--- src/rtl/conv_encoder_sys.sv ---
// Rate-1/2 feed-forward convolutional encoder with selectable K (3..6), zero-tail
// frame termination and a single-entry valid/ready output register.
module conv_encoder_sys #(
    parameter int FRAME_LEN = 12,
    parameter int MAX_K     = 6
) (
    input  logic       clk,
    input  logic       rst,
    input  logic [2:0] choose_constraint_length,
    input  logic       in_bit,
    input  logic       in_valid,
    output logic       in_ready,
    output logic [1:0] encoded_bits,
    output logic       out_valid,
    input  logic       out_ready,
    output logic       out_last
);

    typedef enum logic [1:0] {IDLE, DATA, TAIL} state_t;

    state_t           state;
    logic [MAX_K-2:0] sr;
    logic [7:0]       data_cnt;
    logic [2:0]       tail_cnt;
    logic [2:0]       k_lat;

    logic       load, accept, tail_step, tail_done, do_load, u;
    logic [2:0] k_eff;
    logic [5:0] win;

    function automatic logic [2:0] clamp_k(input logic [2:0] sel);
        logic [2:0] k;
        k = (sel < 3'd3) ? 3'd3 : sel;
        if (k > 3'(MAX_K)) k = 3'(MAX_K);
        return k;
    endfunction

    function automatic logic [5:0] gen_poly(input logic [2:0] k, input logic second);
        case (k)
            3'd3:    return second ? 6'o05 : 6'o07;
            3'd4:    return second ? 6'o17 : 6'o15;
            3'd5:    return second ? 6'o35 : 6'o23;
            default: return second ? 6'o75 : 6'o53;
        endcase
    endfunction

    // Reversing the polynomial puts the tap for delay d at bit d, matching win = {sr, u}.
    function automatic logic parity(input logic [5:0] g, input logic [2:0] k, input logic [5:0] w);
        logic [5:0] rev;
        rev = {<<{g}};
        return ^((rev >> (3'd6 - k)) & w);
    endfunction

    assign load      = !out_valid || out_ready;
    assign in_ready  = load && (state != TAIL) && !rst;
    assign accept    = in_valid && in_ready;
    assign tail_step = load && (state == TAIL);
    assign tail_done = tail_step && (tail_cnt == k_lat - 3'd2);
    assign do_load   = accept || tail_step;
    assign u         = (state == TAIL) ? 1'b0 : in_bit;
    // The first bit of a frame is encoded with the K being latched on that same edge.
    assign k_eff     = (state == IDLE) ? clamp_k(choose_constraint_length) : k_lat;

    always_comb begin
        win = '0;
        win[MAX_K-1:0] = {sr, u};
    end

    always_ff @(posedge clk) begin
        if (rst) begin
            state        <= IDLE;
            sr           <= '0;
            data_cnt     <= '0;
            tail_cnt     <= '0;
            k_lat        <= 3'd3;
            out_valid    <= 1'b0;
            encoded_bits <= 2'b00;
            out_last     <= 1'b0;
        end else begin
            if (do_load) begin
                encoded_bits <= {parity(gen_poly(k_eff, 1'b0), k_eff, win),
                                 parity(gen_poly(k_eff, 1'b1), k_eff, win)};
                out_last     <= tail_done;
                out_valid    <= 1'b1;
                sr           <= tail_done ? '0 : {sr[MAX_K-3:0], u};
            end else if (out_ready) begin
                out_valid <= 1'b0;
            end

            case (state)
                IDLE: if (accept) begin
                    k_lat    <= k_eff;
                    data_cnt <= 8'd1;
                    tail_cnt <= '0;
                    state    <= (FRAME_LEN == 1) ? TAIL : DATA;
                end
                DATA: if (accept) begin
                    if (data_cnt == 8'(FRAME_LEN - 1)) begin
                        state    <= TAIL;
                        data_cnt <= '0;
                        tail_cnt <= '0;
                    end else begin
                        data_cnt <= data_cnt + 8'd1;
                    end
                end
                TAIL: if (tail_step) begin
                    if (tail_done) begin
                        state    <= IDLE;
                        tail_cnt <= '0;
                    end else begin
                        tail_cnt <= tail_cnt + 3'd1;
                    end
                end
                default: state <= IDLE;
            endcase
        end
    end

endmodule

--- config.mk ---
export PLATFORM = sky130hd
export DESIGN_NAME = conv_encoder_sys
export DESIGN_NICKNAME = d
export VERILOG_FILES = /design/src/rtl/conv_encoder_sys.sv
export SDC_FILE = /design/constraint.sdc
export NUM_CORES = 1
export LEC_CHECK = 0
export ABC_AREA = 1
export CAP_MARGIN = 5
export CORE_UTILIZATION = 31
export CTS_CLUSTER_SIZE = 10
export DETAILED_ROUTE_END_ITERATION = 16
export GPL_TIMING_DRIVEN = 0
export PLACE_DENSITY_LB_ADDON = 0.12
export SYNTH_ARGS = -nofsm -noshare
export SYNTH_HDL_FRONTEND = slang
export SYNTH_SLANG_ARGS = --single-unit
export TNS_END_PERCENT = 1
--- constraint.sdc ---
create_clock -name clk -period 7.3 [get_ports clk]
set_clock_uncertainty 0.15 [all_clocks]
set_input_delay 1.46 -clock clk [delete_from_list [all_inputs] [get_ports clk]]
set_output_delay 1.46 -clock clk [all_outputs]
set_load 0.1 [all_outputs]
==> impl_metrics.csv, run 1 <==
group,metric,value,unit
yosys,syn-num-nets,328,
pwr,p_int,0.2260,mW
pwr,power_frac_seq,0.400,
critical_path,crit_chain,"clkdlybuf4s50_1 > nor2_1 > inv_1 > nand2_2 > nor2_4 > clkdlybuf4s50_1",
critical_path,crit_fanout,2,
critical_path,slowest_delay,1.13,ns
placement,dp.cells,400,
global_route,grt_max_degree,14,
detailed_routing,routedWlPerCell,11.33,um
global_route,grt_pass1_vias,1747,
timing,fmaxAchievable,200.7,MHz
clocking,ctsLongestPathBuffers,2,
clocking,postCtsSetupRepairBufs,0,
timing,rsz0062_at_grt,"false",
clocking,cts_sinks,25,
detailed_routing,vias,1893,
detailed_routing,drt_pass1_iterations,4,
critical_path,critPathCaptureType,"output pin",
pwr,power_frac_comb,0.373,
global_route,antenna_found_initial,0,
timing,drv_slew,0,
cells_and_area,drive_gt1_frac,0.09726,
yosys,avgSynthCellArea,6.080,sq um
detailed_routing,totalWireLength,4578,um
critical_path,cp_num_buf_inv,3,
yosys,synth_top_cell_area_share,0.2630,
yosys,synth_cell_types,29,
global_route,overflow,0,
cells_and_area,final_cells,404,
cells_and_area,syn_to_final_growth,13.61,%
pwr,switching_share,0.3958,
clocking,clk_pin_slew,0.08,ns
placement,place_area,2117,sq um
floorplanning,ios,13,
yosys,yosys.area.top_type,"dfxtp_1",
cells_and_area,finalCoreUtilization,0.3652,
yosys,yosysMostFrequentCell,"nand2_1",
clocking,cts.hold.buffers_added,0,
timing,setup_violations,0,
critical_path,critPathTopFamily,"buffers and inverters",
floorplanning,rows,28,
critical_path,slowest_stage,"clkdlybuf4s50_1",
critical_path,worstSetupPathType,"in -> out",
timing,fin_crit,4.983,ns
yosys,seq_area_frac_synth,0.2630,
critical_path,cp_data_arrival_time,3.37,ns
yosys,yosys_warnings,0,
timing,tightestPinTransition,0.9648,ns
detailed_routing,drcViolationCount,0,
cells_and_area,nFillCells,661,
cells_and_area,stdcell_area,2162,sq um
run,drv_cap,0,
detailed_routing,drtIter0Drc,99,
clocking,clock_latency,0.27,ns
pwr,power.leakage,1.020,nW
detailed_routing,via_per_inst,4.686,
critical_path,cpMostUsedCell,"clkdlybuf4s50_1",
pwr,power.density,173.0,nW/um^2
floorplanning,start_util,0.3214,
placement,place.gp.congestion,0.8326,
yosys,synthArstFlopShare,0,
floorplanning,die_area,6456,sq um
yosys,synth_area_leaders,"dfxtp_1 26%, nand2_1 17%, nand3_1 10%",
yosys,synth_edf_count,0,
placement,portBuffers,12,
yosys,synth.top_cells.by_count,"87 x nand2_1, 45 x inv_1, 39 x nand3_1",
pwr,clkPwrFrac,0.226,
cells_and_area,antenna_cells,0,
floorplanning,fp.coreArea,5921,sq um
placement,dp_hpwl,3623,um
yosys,ys.flop_type,"dfxtp_1",
pwr,switching_power,0.1480,mW
yosys,netlist_area,1903,sq um
global_route,grt_use_total,0.1594,
timing,final_hold_viol_count,0,
clocking,root_buffer,"clkbuf_8",
clocking,cts_resized,0,
critical_path,crit_required,5.69,ns
detailed_routing,ant_nets,0,
cells_and_area,final_nets,345,
timing,tns,0,ns
yosys,synth-seq-cells,25,
floorplanning,die_h,80.35,um
global_route,grt_pass1_wl,8052,um
floorplanning,die_w,80.35,um
clocking,cts_tree,"built",
status,run_status,"complete, no violations",
clocking,htreeDepth,1,
critical_path,start_kind,"input pin",
yosys,syn_inst,313,
pwr,ir_drop,74.29,uV
clocking,cts_buffers,3,
timing,fin_crit_sh,0.6826,
worst_hold_path,hold_class,"reg -> reg",
timing,slew-limit-headroom,0.3548,
[routing by layer]
layer | up-vias | part of all wire | global-route usage
li1 | 1033 | - | -
met1 | 834 | 0.55 | 0.2262
met2 | 21 | 0.41 | 0.2483
met3 | 5 | 0.027 | 0.01818
met4 | 0 | 0.012 | 0.05000
met5 | - | 0 | 0
[stage by stage]
step | total power [mW] | setup slack [ns] | hold slack (ns)
2_1_floorplan | 0.2601 | 3.576 | 0.3006
3_3_place_gp | 0.2927 | 2.324 | 0.3056
3_5_place_dp | 0.2931 | 2.324 | 0.3101
4_1_cts | 0.3785 | 2.317 | 0.3242
5_1_grt | 0.4043 | 2.264 | 0.3620
6_report | 0.3740 | 2.317 | 0.3181
[tightest hold or removal path: stages, from the launching register on]
cell and delay (ns):
dfxtp_1 0.32, nand2_1 0.06, a21oi_1 0.05
[placed cells by master, fill, tap and decap left out, drive strengths merged]
cell type,count
or2,1
and3,2
nand3,40
o21ai,21
clkbuf,7
nor3,2
a31oi,2
clkdlybuf4s50,12
buf,1
nand2,98
o21bai,1
nor4,1
a21o,1
o211ai,3
a211oi,5
inv,51
ha,7
a21oi,18
xor2,2
nor2,27
xnor2,2
dfxtp,25
[state kept, by name, indices dropped and copies added (netlist names)]
register	cells
out_last	1
out_valid	1
encoded_bits	2
state	2
sr	5
k_lat	3
tail_cnt	3
data_cnt	8
[area by class of cell]
class | count | area, sq um | share of cell area
Inverter | 51 | 191.4 | 0.08854
Tap cell | 75 | 93.84 | 0.04340
Multi-Input combinational cell | 233 | 1189 | 0.5498
Timing Repair Buffer | 12 | 120.1 | 0.05556
Sequential cell | 25 | 500.5 | 0.2315
Buffer | 4 | 22.52 | 0.01042
Clock buffer | 4 | 45.04 | 0.02083
[power by group through the flow]
stage	clock (mW)	sequential, mW	combinational (mW)
6_report	0.0846	0.150	0.140
5_1_grt	0.0932	0.151	0.160
4_1_cts	0.0881	0.150	0.141
3_5_place_dp	0	0.153	0.140
3_3_place_gp	0	0.153	0.140
2_1_floorplan	0	0.162	0.0977
[cell families after synthesis]
| logic type | synth area share |
|---|---|
| and+or+nand+nor | 0.4096 |
| xor gates and xnor gates | 0.01841 |
| AOI/OAI and AO/OA | 0.1506 |
| adders and majority gates | 0.04602 |
| buffers and inverters | 0.1124 |
| DFF | 0.2630 |
[final timing paths]
path	to	cells past startpoint	startpoint	slack [ns]
setup / recovery	in_ready	6	out_ready	2.32
setup reg to reg	encoded_bits[0]	17	state[0]	4.39
hold reg to reg	out_last	2	out_last	0.32
hold / removal	out_last	2	out_last	0.32
Note: power is estimated with default switching activity, not from simulation.
==> inputs of run 2 (changes only) <==
==> constraint.sdc (replaced) <==
create_clock -name clk -period 4.2 [get_ports clk]
set_clock_uncertainty 0.15 [all_clocks]
set_input_delay 0.84 -clock clk [delete_from_list [all_inputs] [get_ports clk]]
set_output_delay 0.84 -clock clk [all_outputs]
set_load 0.1 [all_outputs]
==> results of run 2 <==
Same layout as run 1 (identical final DEF). Status: complete, no violations.
Among the figures that moved: setup slack after placement 2.324 ns -> 0.4636 ns; setup slack after layout 2.317 ns -> 0.4573 ns; register-to-register setup slack 4.39 ns -> 1.29 ns; total power 0.3740 mW -> 0.6501 mW; worst IR drop on VDD 74.29 uV -> 129.1 uV
